### src/rtl/mul_pkg.sv
// Shared types and defaults for the iterative unsigned multiplier.
// No logic here; consumed by the interface, step and top modules.
// No handshake of its own.
package mul_pkg;

    typedef enum logic [1:0] {
        IDLE = 2'd0,
        BUSY = 2'd1,
        DONE = 2'd2
    } mul_state_t;

    localparam int MUL_WIDTH_DEFAULT = 32;

endpackage

### src/rtl/multiplier_unsigned_seq_if.sv
// Operand/result handshake bundle for the multiplier.
// No latency; plain wires.
// master drives operands and result-ready; slave is the multiplier unit.
interface multiplier_unsigned_seq_if
    import mul_pkg::*;
#(
    parameter int WIDTH = MUL_WIDTH_DEFAULT
);
    logic                 i_in_valid;
    logic                 o_in_ready;
    logic [WIDTH-1:0]     i_multiplicand;
    logic [WIDTH-1:0]     i_multiplier;
    logic                 o_out_valid;
    logic                 i_out_ready;
    logic [2*WIDTH-1:0]   o_product;

    modport master (
        output i_in_valid, i_multiplicand, i_multiplier, i_out_ready,
        input  o_in_ready, o_out_valid, o_product
    );

    modport slave (
        input  i_in_valid, i_multiplicand, i_multiplier, i_out_ready,
        output o_in_ready, o_out_valid, o_product
    );
endinterface

### src/rtl/mulu_1iter.sv
// One shift-and-add step: conditionally add multiplicand, shift both operands.
// Latency: purely combinational.
// No handshake; the caller decides when to register the result.
module mulu_1iter
    import mul_pkg::*;
#(
    parameter int WIDTH = MUL_WIDTH_DEFAULT
) (
    input  logic [2*WIDTH-1:0] acc,
    input  logic [2*WIDTH-1:0] mcand,
    input  logic [WIDTH-1:0]   mplier,
    output logic [2*WIDTH-1:0] acc_next,
    output logic [2*WIDTH-1:0] mcand_next,
    output logic [WIDTH-1:0]   mplier_next
);

    // Add the shifted multiplicand when the current multiplier LSB is set;
    // the 2*WIDTH accumulator cannot overflow for a WIDTH x WIDTH product.
    always_comb begin
        acc_next    = mplier[0] ? (acc + mcand) : acc;
        mcand_next  = mcand << 1;
        mplier_next = mplier >> 1;
    end

endmodule

### src/rtl/multiplier_unsigned_seq.sv
// Iterative unsigned shift-and-add multiplier, one multiplier bit per cycle.
// Latency: fixed WIDTH cycles from accept edge to o_out_valid; no early exit.
// Result held in DONE until i_out_ready; inputs refused outside IDLE.
module multiplier_unsigned_seq
    import mul_pkg::*;
#(
    parameter int WIDTH = MUL_WIDTH_DEFAULT
) (
    input  logic                        clk,
    input  logic                        rst,
    multiplier_unsigned_seq_if.slave    bus
);

    localparam int CW = (WIDTH > 1) ? $clog2(WIDTH) : 1;
    localparam logic [CW-1:0] LAST = CW'(WIDTH - 1);

    mul_state_t           state, state_nxt;
    logic [CW-1:0]        count, count_nxt;
    logic [2*WIDTH-1:0]   acc, acc_nxt;
    logic [2*WIDTH-1:0]   mcand, mcand_nxt;
    logic [WIDTH-1:0]     mplier, mplier_nxt;
    logic                 in_ready;
    logic                 out_valid;

    logic [2*WIDTH-1:0]   step_acc;
    logic [2*WIDTH-1:0]   step_mcand;
    logic [WIDTH-1:0]     step_mplier;

    mulu_1iter #(.WIDTH(WIDTH)) u_step (
        .acc         (acc),
        .mcand       (mcand),
        .mplier      (mplier),
        .acc_next    (step_acc),
        .mcand_next  (step_mcand),
        .mplier_next (step_mplier)
    );

    // Next-state, datapath updates and handshake outputs.
    always_comb begin
        state_nxt  = state;
        count_nxt  = count;
        acc_nxt    = acc;
        mcand_nxt  = mcand;
        mplier_nxt = mplier;
        in_ready   = 1'b0;
        out_valid  = 1'b0;
        case (state)
            IDLE: begin
                in_ready = 1'b1;
                if (bus.i_in_valid) begin
                    mcand_nxt  = {{WIDTH{1'b0}}, bus.i_multiplicand};
                    mplier_nxt = bus.i_multiplier;
                    acc_nxt    = '0;
                    count_nxt  = '0;
                    state_nxt  = BUSY;
                end
            end
            BUSY: begin
                acc_nxt    = step_acc;
                mcand_nxt  = step_mcand;
                mplier_nxt = step_mplier;
                // Final iteration parks count at WIDTH-1 rather than wrapping.
                if (count == LAST) begin
                    state_nxt = DONE;
                end else begin
                    count_nxt = count + 1'b1;
                end
            end
            DONE: begin
                out_valid = 1'b1;
                if (bus.i_out_ready) begin
                    state_nxt = IDLE;
                end
            end
            default: begin
                state_nxt = IDLE;
            end
        endcase
    end

    // State and datapath registers with synchronous reset.
    always_ff @(posedge clk) begin
        if (rst) begin
            state  <= IDLE;
            count  <= '0;
            acc    <= '0;
            mcand  <= '0;
            mplier <= '0;
        end else begin
            state  <= state_nxt;
            count  <= count_nxt;
            acc    <= acc_nxt;
            mcand  <= mcand_nxt;
            mplier <= mplier_nxt;
        end
    end

    assign bus.o_in_ready  = in_ready;
    assign bus.o_out_valid = out_valid;
    assign bus.o_product   = acc;

endmodule

### src/flat_wrapper.sv
// flat-port wrapper written by rule: the top's interface ports become plain ports
module multiplier_unsigned_seq_flat import mul_pkg::*;
#(
    parameter int WIDTH = MUL_WIDTH_DEFAULT
)
  (clk, rst, bus_i_in_valid, bus_i_multiplicand, bus_i_multiplier, bus_i_out_ready, bus_o_in_ready, bus_o_out_valid, bus_o_product);
  multiplier_unsigned_seq_if #(.WIDTH(WIDTH)) bus_i ();
  input  logic clk;
  input  logic rst;
  input wire logic [$bits(bus_i.i_in_valid)-1:0] bus_i_in_valid;
  input wire logic [$bits(bus_i.i_multiplicand)-1:0] bus_i_multiplicand;
  input wire logic [$bits(bus_i.i_multiplier)-1:0] bus_i_multiplier;
  input wire logic [$bits(bus_i.i_out_ready)-1:0] bus_i_out_ready;
  output wire logic [$bits(bus_i.o_in_ready)-1:0] bus_o_in_ready;
  output wire logic [$bits(bus_i.o_out_valid)-1:0] bus_o_out_valid;
  output wire logic [$bits(bus_i.o_product)-1:0] bus_o_product;
  assign bus_i.i_in_valid = bus_i_in_valid;
  assign bus_i.i_multiplicand = bus_i_multiplicand;
  assign bus_i.i_multiplier = bus_i_multiplier;
  assign bus_i.i_out_ready = bus_i_out_ready;
  assign bus_o_in_ready = bus_i.o_in_ready;
  assign bus_o_out_valid = bus_i.o_out_valid;
  assign bus_o_product = bus_i.o_product;
  multiplier_unsigned_seq #(.WIDTH(WIDTH)) u_core (.clk(clk), .rst(rst), .bus(bus_i));
endmodule
### config.mk
export PLATFORM = sky130hd
export DESIGN_NAME = multiplier_unsigned_seq_flat
export DESIGN_NICKNAME = d
export VERILOG_FILES = /design/src/rtl/mul_pkg.sv /design/src/rtl/multiplier_unsigned_seq_if.sv /design/src/rtl/mulu_1iter.sv /design/src/rtl/multiplier_unsigned_seq.sv /design/src/flat_wrapper.sv
export SDC_FILE = /design/constraint.sdc
export NUM_CORES = 1
export LEC_CHECK = 0
export BUFFER_PORTS_ARGS = -buffer_cell sky130_fd_sc_hd__buf_2
export CELL_PAD_IN_SITES_DETAIL_PLACEMENT = 0
export CELL_PAD_IN_SITES_GLOBAL_PLACEMENT = 2
export CORE_ASPECT_RATIO = 0.9
export CORE_UTILIZATION = 33
export CTS_CLUSTER_DIAMETER = 40
export DETAILED_ROUTE_END_ITERATION = 7
export GPL_ROUTABILITY_DRIVEN = 0
export PLACE_DENSITY_LB_ADDON = 0.08
export SYNTH_ARGS = -nofsm -noshare
export SYNTH_HDL_FRONTEND = slang
export SYNTH_HIERARCHICAL = 1
export SYNTH_SLANG_ARGS = --single-unit
export TNS_END_PERCENT = 1
### constraint.sdc
create_clock -name clk -period 3.4 [get_ports clk]
set_clock_uncertainty 0.15 [all_clocks]
set_input_delay 0.68 -clock clk [delete_from_list [all_inputs] [get_ports clk]]
set_output_delay 0.68 -clock clk [all_outputs]
set_load 0.03 [all_outputs]
==> results of run 1 <==
per-stage QoR:
| step | instance area, um2 | hold slack [ns] |
|---|---|---|
| finish | 14440 | 0.3385 |
| global route | 14440 | 0.3692 |
| CTS | 14320 | 0.3428 |
| detailed placement | 13660 | 0.3325 |
| global placement | 13660 | 0.3229 |
| floorplan | 12210 | 0.3138 |
state kept, by name (all words and copies together) (netlist names):
name,count
u_core/state,2
u_core/count,5
u_core/mcand,64
u_core/mplier,32
u_core/bus.o_product,64
report_power, final:
group | switching, uW | internal (uW) | total [uW] | leakage [uW]
clock | 850 | 1240 | 2090 | 0.000289
sequential | 91.5 | 2040 | 2130 | 0.00137
combinational | 476 | 393 | 869 | 0.00467
tightest hold or removal path, cell delays in order (launching register included):
cell and delay [ns]:
dfxtp_1 0.33, nand2_1 0.06, a31oi_1 0.06
cell usage after synthesis (all sizes together), types with 4 or more instances:
cell / number
nand4: 21
nor2b: 7
xnor2: 38
a21boi: 6
o21bai: 19
a31oi: 7
mux2i: 64
a211oi: 75
or3: 4
clkbuf: 50
a22oi: 98
xor2: 18
nand2: 61
o211ai: 5
and2: 8
inv: 21
nand3: 14
o21ai: 45
nor2: 210
a21o: 47
buf: 147
nand2b: 9
nor3: 15
a21oi: 80
and3: 6
ha: 65
mux2: 53
nor3b: 5
dfxtp: 167
o2111ai: 5
final cells by class:
cell class / instances / area (um2) / area share, %
clock buffers: 21 / 450.4 / 3.120
multi-input cells: 1030 / 7710 / 53.41
inverters: 21 / 78.83 / 0.5461
well taps: 476 / 595.6 / 4.126
flip-flops and latches: 167 / 3358 / 23.26
clock inverters: 9 / 153.9 / 1.066
repair buffers: 310 / 2088 / 14.47
timing repair:
item	CTS	global route
pin swaps	4	2
resized for setup	13	32
setup buffers	0	0
setup endpoints to repair	31	35
per-layer routing:
metal  GRT usage, %  vias up
met5              0        -
met4          6.030        0
met3          2.811       26
met2          28.61      152
met1          28.78     4926
li1               -     5314
worst max path at each step:
stage	startpoint	to	slack (ns)	depth (start not counted)
2_1_floorplan	u_core/bus.o_product[0]$_SDFFE_PP0P_	u_core/bus.o_product[50]$_SDFFE_PP0P_	0.03	14
3_3_place_gp	u_core/mcand[0]$_SDFFE_PP0P_	u_core/bus.o_product[50]$_SDFFE_PP0P_	-0.09	14
3_5_place_dp	u_core/mcand[0]$_SDFFE_PP0P_	u_core/bus.o_product[62]$_SDFFE_PP0P_	-0.17	14
4_1_cts	u_core/mcand[12]$_SDFFE_PP0P_	u_core/bus.o_product[63]$_SDFFE_PP0P_	-0.03	15
5_1_grt	u_core/mcand[0]$_SDFFE_PP0P_	u_core/bus.o_product[50]$_SDFFE_PP0P_	-0.23	14
6_report	u_core/mcand[0]$_SDFFE_PP0P_	u_core/bus.o_product[48]$_SDFFE_PP0P_	-0.02	14
layout by cell type (no fill, tap or decap), drive strengths merged, types with 3 or more instances in the layout:
cell,synthesis,routed
nand2b,9,9
dfxtp,167,167
inv,21,21
and2,8,8
o21ai,45,45
a22oi,98,98
a21boi,6,6
nand3,14,14
xnor2,38,38
a211oi,75,75
mux2i,64,64
o21a,3,3
a31oi,7,7
o21bai,19,19
and3,6,6
xor2,18,18
o31ai,3,3
nor3,15,15
ha,65,65
o2111ai,5,5
o221ai,3,3
clkinv,0,3
bufinv,0,4
o211ai,5,5
mux2,53,53
or3,4,4
nor2,210,210
a21oi,80,80
clkbuf,50,21
nand4,21,21
buf,147,310
nor3b,5,5
a21o,47,47
a2111oi,3,3
o211a,3,3
a211o,3,3
nand2,61,61
nor2b,7,7
kinds of logic after synthesis:
family | count (synthesis) | synth area share (%)
multiplexers | 117 | 10.18
buffers and inverters | 218 | 11.00
other | 1 | 0.03084
AO/OA/AOI/OAI | 422 | 27.14
adder cells (fa/ha/maj) | 66 | 6.853
AND/OR/NAND/NOR | 367 | 13.27
XOR/XNOR | 56 | 4.033
flip-flops | 167 | 27.49
==> results.txt, run 1 <==
status -> complete, but fails checks
failing checks -> setup timing
Crit-path slowest cell -> a2111o_1
Mean Syn Cell Area -> 8.600 um2
CTS tree -> yes
die width -> 204.3 um
Startpoint Class -> flop
dpl cells -> 2004
launching point of the worst reg2reg path -> u_core/mcand[0]$_SDFFE_PP0P_
non-filler cells, final -> 2034
Most used DFF post-synth -> dfxtp_1
met2 routed WL -> 15060 um
Die ar. -> 37620 um2
Rows -> 66
data required time of the worst path -> 3.59 ns
hold_buf cts -> 0
Max Buffers Root-to-Sink -> 2
wire length per cell -> 17.60 um
Total Power -> 5090 uW
Netlist cell types -> 73
M1 wire length -> 19160 um
Pre-antenna DRT Iters -> 5
Max Clk Rate -> 292.4 MHz
DR top layer -> met4
post-layout util -> 39.82%
initial DRC count -> 513
CP delay by family, top -> compound AO/OA/AOI/OAI gates
share of layout cells above drive strength 1 -> 32.86%
sequential element share of the synthesized area -> 27.49%
setup violators final -> 1
maximum VDD drop -> 0.3309 mV
worst-path fanout max -> 3
cells along the critical path -> ha_4 > fa_2 > a211o_1 > o211ai_2 > a2111o_1 > a21oi_1 > o2111a_1 > nor2_2 > o211a_1 > o31ai_2 > xor2_1 > mux2_2 > a22oi_1 > nor2_1
CTS clock-pin slew for the worst setup and hold paths -> 0.07 ns
initial antenna violation count -> 0
port bufs -> 133
Layout area overhead -> 18.71%
Die Span Y -> 184.1 um
largest net degree at the start of global routing -> 67
first-pass GRT wire length -> 57390 um
Min-Delay Path Depth -> 2
CP max stage delay -> 0.47 ns
RSZ-0062 raised after global routing -> true
Synth area leaders -> dfxtp_1, buf_4, ha_1
EDFF count, synth -> 0
leakage dissipation -> 0.006325 uW
area leader, netlist -> dfxtp_1
Nets -> 1681
asr flop ratio synth -> 0%
Core ar. -> 36250 um2
total CTS buffers -> 17
max_cap viols -> 0
Yosys top cell area share -> 27.49%
via count -> 10420
Pwr Density -> 352.6 nW/um2
vias per cell -> 5.122
met3 WL -> 1064 um
routed wire length -> 35800 um
Skew-Pair Late Insertion Delay -> 0.45 ns
CTS Sinks -> 167
Antenna Violating Nets Remaining -> 0
pre-CTS WS -> -0.1708 ns
CTS Root Cell -> clkbuf_16
hpwl dp -> 26880 um
Worst-Margin Slew -> 0.8369 ns
Buffers & Inverters on Critical Path -> 0
setup TNS -> -0.01965 ns
worst setup path class -> flop to flop
Post-route DRC -> 0
Netlist Area Pre-Place -> 12160 um2
Worst R2R Setup Slack -> -0.02 ns
final hold violation count -> 0
normalized max-slew margin -> 44.20%
r2r endpoint -> u_core/bus.o_product[48]$_SDFFE_PP0P_
n_diodes -> 0
number of global-route vias before repair -> 10270
I/O pins -> 134
Tmin final -> 3.420 ns
Reg2Reg Depth -> 14
Starting Density -> 33.54%
worst min path class -> flop to flop
Crit. End Element -> flop
worst setup margin -> -0.01965 ns
Fill cells -> 3736
hold_sp -> u_core/count[4]$_SDFFE_PP0P_
pins over their slew limit -> 0
Hold EP -> u_core/count[4]$_SDFFE_PP0P_
Syn. warnings -> 6
cells after synthesis -> 1414
fin crit share -> 100.6%
critical path arrival -> 3.61 ns
CTS HTree Levels -> 4
Seq cells post-synth -> 167
GRT Total Usage -> 19.45%
GRT overflow -> 0
Note: power is estimated with default switching activity, not from simulation.
==> run 2, diff against run 1 <==
- CELL_PAD_IN_SITES_DETAIL_PLACEMENT: 0 -> 1
- CELL_PAD_IN_SITES_GLOBAL_PLACEMENT: 2 -> 1
- CORE_UTILIZATION: 33 -> 35
==> results.txt, run 2 (synthesis results as in run 1) <==
status -> complete, but fails checks
failing checks -> setup timing
total CTS buffers -> 17 (unchanged)
max_cap viols -> 0 (unchanged)
Logic pwr share -> 17.1% (about the same)
most frequent cells in the layout -> nor2_1, buf_4, dfxtp_1, buf_2, a22oi_1
via count -> 10690 (+2.6%)
GRT Total Usage -> 21.27% (+1.8 points)
Seq pwr share -> 40.7% (-1.2 points)
Pwr Density -> 356.4 nW/um2 (+1.1%)
Max Buffers Root-to-Sink -> 2 (unchanged)
Post-route DRC -> 0 (unchanged)
internal power -> 3745 uW (+2.0%)
sw frac -> 27.84% (about the same)
Antenna Violating Nets Remaining -> 0 (unchanged)
initial antenna violation count -> 1 (+1)
total net switching power -> 1445 uW (+1.9%)
fin area -> 14560 um2 (+0.89%)
CTS Sinks -> 167 (unchanged)
first-pass GRT wire length -> 59190 um (+3.1%)
worst-path fanout max -> 3 (unchanged)
routed wire length -> 36690 um (+2.5%)
I/O pins -> 134 (unchanged)
GRT overflow -> 0 (unchanged)
Pre-antenna DRT Iters -> 4 (-1)
Core ar. -> 34110 um2 (-5.9%)
Layout area overhead -> 19.77%
final hold violation count -> 0 (unchanged)
wire length per cell -> 18.11 um (+2.9%)
critical path arrival -> 3.63 ns (+0.02 ns)
Max Clk Rate -> 289.1 MHz (-1.1%)
cells along the critical path -> ha_4 > fa_2 > a211o_1 > o211ai_2 > a2111o_1 > a2111oi_4 > nor2_2 > o41a_1 > o21bai_2 > a21oi_1 > xnor2_1 > mux2_2 > a22oi_1 > nor2_1
data required time of the worst path -> 3.57 ns (-0.02 ns)
pre-CTS WS -> -0.3181 ns (-0.1473 ns)
Placed Area -> 13660 um2 (about the same)
Die Span Y -> 178.8 um (-2.9%)
normalized max-slew margin -> 48.17% (+4.0 points)
vias per cell -> 5.274 (+3.0%)
number of global-route vias before repair -> 10940 (+6.5%)
pins over their slew limit -> 0 (unchanged)
Rows -> 64 (-3.0%)
Skew-Pair Late Insertion Delay -> 0.46 ns (about the same)
CTS tree -> yes
CTS Root Cell -> clkbuf_16
Nets -> 1686 (+0.30%)
Die ar. -> 35490 um2 (-5.7%)
CTS HTree Levels -> 4 (unchanged)
leakage dissipation -> 0.006389 uW (+1.0%)
n_diodes -> 0 (unchanged)
setup violators final -> 7 (+6)
share of layout cells above drive strength 1 -> 34.46% (+1.6 points)
worst min path class -> flop to flop
die width -> 198.5 um (-2.9%)
Crit. End Element -> flop
CP delay by family, top -> compound AO/OA/AOI/OAI gates
port bufs -> 133 (unchanged)
commonest non-fill, non-tap cell in the layout -> nor2_1
largest net degree at the start of global routing -> 99 (+48%)
RSZ-0062 raised after global routing -> true
fin crit share -> 101.7% (+1.2 points)
CP max stage delay -> 0.55 ns (+0.08 ns)
Starting Density -> 35.65% (+2.1 points)
initial DRC count -> 444 (-13%)
worst setup path class -> flop to flop
maximum VDD drop -> 0.3766 mV (+14%)
Startpoint Class -> flop
Crit-path slowest cell -> a2111o_1
CTS clock-pin slew for the worst setup and hold paths -> 0.07 ns (about the same)
Tmin final -> 3.459 ns (+0.03946 ns)
hpwl dp -> 26870 um (about the same)
Worst-Margin Slew -> 0.7774 ns (-0.05949 ns)
Buffers & Inverters on Critical Path -> 0 (unchanged)
Clk pwr share -> 42.2% (+1.2 points)
worst setup margin -> -0.05911 ns (-0.03946 ns)
-- run 2: changes by cell type in the layout (fill, tap and decap cells not counted), moves of 3 or more --
cell,before,now
nor2_1,207,204
dfxtp_1,159,156
nor2_2,2,5
buf_4,170,177
dfxtp_2,6,9
-- run 2: path summary, 6_finish.rpt --
path | start | endpoint | slack, ns | cells after the start
hold / removal | u_core/count[4]$_SDFFE_PP0P_ | u_core/count[4]$_SDFFE_PP0P_ | 0.35 | 2
hold reg to reg | u_core/count[4]$_SDFFE_PP0P_ | u_core/count[4]$_SDFFE_PP0P_ | 0.35 | 2
setup reg to reg | u_core/mcand[0]$_SDFFE_PP0P_ | u_core/bus.o_product[50]$_SDFFE_PP0P_ | -0.06 | 14
setup / recovery | u_core/mcand[0]$_SDFFE_PP0P_ | u_core/bus.o_product[50]$_SDFFE_PP0P_ | -0.06 | 14
-- run 2: power groups by stage --
stage	clock network, uW	logic, uW	registers, uW
after floorplan	0	686	2140
after global placement	0	863	2150
after detailed placement	0	878	2150
after CTS	2270	887	2110
after global routing	2330	973	2120
final	2190	887	2110
-- run 2: metrics by stage --
step	hold WS [ns]	cells	TNS, ns	utilization (%)	power [uW]
6_report	0.3522	2026	-0.1683	42.69	5190
5_1_grt	0.3770	2026	-2.789	42.69	5430
3_5_place_dp	0.3465	1995	-3.636	40.03	3032
3_3_place_gp	0.3223	1995	-2.508	40.03	3014
4_1_cts	0.3566	2026	-0.2974	42.22	5269
2_1_floorplan	0.3138	1415	0	-	2830
-- run 2: metal layers --
metal  track usage [%]  up-vias  routed length (um)
met4             4.936        2                 328
met3             3.499       19                1010
met5                 0        -                  13
met1             29.57     5230               18870
li1                  -     5311                   -
met2             34.18      123               16470
-- run 2: area by class of cell --
| type | instances | area (um2) |
|---|---|---|
| sequential | 167 | 3362 |
| clock buffer | 19 | 442.9 |
| tap | 462 | 578.1 |
| timing repair buffer | 315 | 2101 |
| inverter | 21 | 78.83 |
| multi-input combinational | 1030 | 7800 |
| clock inverter | 12 | 201.4 |
| fill | 4071 | 19550 |
-- run 2: tightest hold or removal path, cell delays in order (launching register included) --
cell	delay, ns
dfxtp_1	0.33
nand2_1	0.06
a31oi_1	0.06
-- run 2: repair_timing --
| action | CTS | global route |
|---|---|---|
| resized for setup | 30 | 40 |
| buffers inserted | 0 | 0 |
| setup endpoints to repair | 34 | 37 |
| gates cloned | 0 | 0 |
| hold buffers | 0 | 0 |
| pin swaps | 8 | 6 |
==> run 3, diff against run 2 <==
- CORE_ASPECT_RATIO: 0.9 -> 1.25
==> results.txt, run 3 (synthesis results as in run 1) <==
status -> finished, final reports clean
largest net degree at the start of global routing -> 129 (+30%)
hold_buf cts -> 0 (unchanged)
Die ar. -> 35500 um2 (about the same)
RSZ-0062 raised after global routing -> true
Placed Area -> 13450 um2 (-1.5%)
GRT Total Usage -> 20.58% (-0.68 points)
Tmin final -> 3.388 ns (-0.07095 ns)
Worst-Margin Slew -> 0.7474 ns (-0.03005 ns)
CTS clock-pin slew for the worst setup and hold paths -> 0.07 ns (about the same)
worst setup path class -> flop to flop
Fill cells -> 4021 (-1.2%)
FF+latch area -> 3358 um2 (-0.11%)
Max Buffers Root-to-Sink -> 2 (unchanged)
critical path arrival -> 3.57 ns (-0.06 ns)
via count -> 10460 (-2.1%)
launching point of the worst reg2reg path -> u_core/mcand[28]$_SDFFE_PP0P_
CTS Sinks -> 167 (unchanged)
setup violators final -> 0 (-7)
share of layout cells above drive strength 1 -> 31.73% (-2.7 points)
Min Hold Slack -> 0.3523 ns (+0.0001070 ns)
GRT overflow -> 0 (unchanged)
Reg2Reg Depth -> 13 (-1)
Antenna Violating Nets Remaining -> 0 (unchanged)
CTS HTree Levels -> 4 (unchanged)
Pwr Density -> 348.4 nW/um2 (-2.2%)
leakage dissipation -> 0.006204 uW (-2.9%)
final hold violation count -> 0 (unchanged)
first-pass GRT wire length -> 58080 um (-1.9%)
CTS tree -> yes
data required time of the worst path -> 3.58 ns (about the same)
Worst R2R Setup Slack -> 0.01 ns (+0.07 ns)
worst min path class -> flop to flop
max_cap viols -> 0 (unchanged)
number of global-route vias before repair -> 10940 (+0.027%)
die width -> 168.7 um (-15%)
Die Span Y -> 210.4 um (+18%)
routed wire length -> 35980 um (-1.9%)
Crit. End Element -> flop
n_diodes -> 0 (unchanged)
Starting Density -> 35.90% (+0.25 points)
Rows -> 75 (+17%)
Post-route DRC -> 0 (unchanged)
port bufs -> 133 (unchanged)
Hold EP -> u_core/count[4]$_SDFFE_PP0P_
vias per cell -> 5.232 (-0.80%)
I/O pins -> 134 (unchanged)
Nets -> 1659 (-1.6%)
hpwl dp -> 26560 um (-1.2%)
multi-input logic area -> 7662 um2 (-1.8%)
hold_sp -> u_core/count[4]$_SDFFE_PP0P_
worst-path fanout max -> 6 (+3)
normalized max-slew margin -> 50.17% (+2.0 points)
fin area -> 14150 um2 (-2.8%)
maximum VDD drop -> 0.3296 mV (-12%)
Pre-antenna DRT Iters -> 4 (unchanged)
Core ar. -> 33880 um2 (-0.69%)
total CTS buffers -> 17 (unchanged)
r2r endpoint -> u_core/bus.o_product[59]$_SDFFE_PP0P_
fin crit share -> 99.65% (-2.1 points)
Layout area overhead -> 16.38%
CTS Root Cell -> clkbuf_16
Startpoint Class -> flop
Skew-Pair Late Insertion Delay -> 0.45 ns (about the same)
initial antenna violation count -> 0 (-1)
initial DRC count -> 451 (+1.6%)
post-layout util -> 41.78% (-0.92 points)
wire length per cell -> 17.99 um (-0.67%)
commonest non-fill, non-tap cell in the layout -> nor2_1
most frequent cells in the layout -> nor2_1, dfxtp_1, buf_4, buf_2, a22oi_1
pins over their slew limit -> 0 (unchanged)
Min-Delay Path Depth -> 2 (unchanged)
Max Clk Rate -> 295.1 MHz (+2.1%)
run 3: cell count changes in the layout (fill, tap and decap cells not counted), moves of 4 or more:
| cell | before | now |
|---|---|---|
| a21oi_1 | 72 | 76 |
| a211oi_1 | 14 | 18 |
| buf_4 | 177 | 150 |
| o21ai_1 | 11 | 4 |
| a21oi_2 | 8 | 4 |
| o21ai_0 | 32 | 39 |
| a211oi_2 | 61 | 57 |
| bufinv_16 | 5 | 0 |
run 3: worst max path at each step:
stage | startpoint | endpoint | slack (ns)
after floorplan | u_core/bus.o_product[0]$_SDFFE_PP0P_ | u_core/bus.o_product[50]$_SDFFE_PP0P_ | 0.03
after global placement | u_core/mcand[6]$_SDFFE_PP0P_ | u_core/bus.o_product[53]$_SDFFE_PP0P_ | -0.20
after detailed placement | u_core/mcand[6]$_SDFFE_PP0P_ | u_core/bus.o_product[53]$_SDFFE_PP0P_ | -0.28
after CTS | u_core/mcand[0]$_SDFFE_PP0P_ | u_core/bus.o_product[50]$_SDFFE_PP0P_ | -0.04
after global routing | u_core/mcand[1]$_SDFFE_PP0P_ | u_core/bus.o_product[23]$_SDFFE_PP0P_ | -0.19
final | u_core/mcand[28]$_SDFFE_PP0P_ | u_core/bus.o_product[59]$_SDFFE_PP0P_ | 0.01
run 3: layout make-up:
class	instances	area share, %
multi-input combinational	1030	54.14
sequential	167	23.73
timing repair buffer	288	13.41
tap	462	4.085
clock buffer	21	3.475
clock inverter	11	0.6012
inverter	21	0.5570
run 3: power by group:
group | total (uW) | internal (uW) | switching (uW)
Combinational | 847 | 372 | 475
Clock | 1960 | 1050 | 914
Sequential | 2120 | 2040 | 83.3
run 3: metal layers:
metal  GRT usage [%]  vias up  part of all wire, %
met1           23.71     5062                   43
met5               0        -                    0
li1                -     5245                    -
met2           38.60      121                   53
met4           6.991        0                  2.0
met3           2.685       35                  2.0
run 3: critical path, cell delays in order, from the launching register on:
cell	delay, ns
dfxtp_1	0.35
ha_1	0.40
a211oi_1	0.24
o21bai_1	0.18
a311o_1	0.39
a21oi_2	0.20
a211o_1	0.15
o211a_1	0.21
a21o_1	0.21
o21ai_0	0.15
xor2_1	0.16
mux2_2	0.27
a22oi_1	0.17
nor2_1	0.05
run 3: what timing repair did:
action,4_1_cts,5_1_grt
cloned,0,0
endpoints found under the setup margin,29,33
gates resized for setup,22,8
pin swaps,5,0
setup buffers,0,0
run 3: metrics by stage:
| step | std cells | setup slack (ns) | power [uW] | setup TNS, ns |
|---|---|---|---|---|
| 4_1_cts | 2000 | -0.03731 | 5012 | -0.1118 |
| 3_3_place_gp | 1968 | -0.2040 | 3002 | -1.018 |
| 6_report | 2000 | 0.01183 | 4931 | 0 |
| 5_1_grt | 2000 | -0.1931 | 5152 | -3.429 |
| 2_1_floorplan | 1415 | 0.02504 | 2830 | 0 |
| 3_5_place_dp | 1968 | -0.2753 | 3019 | -2.516 |
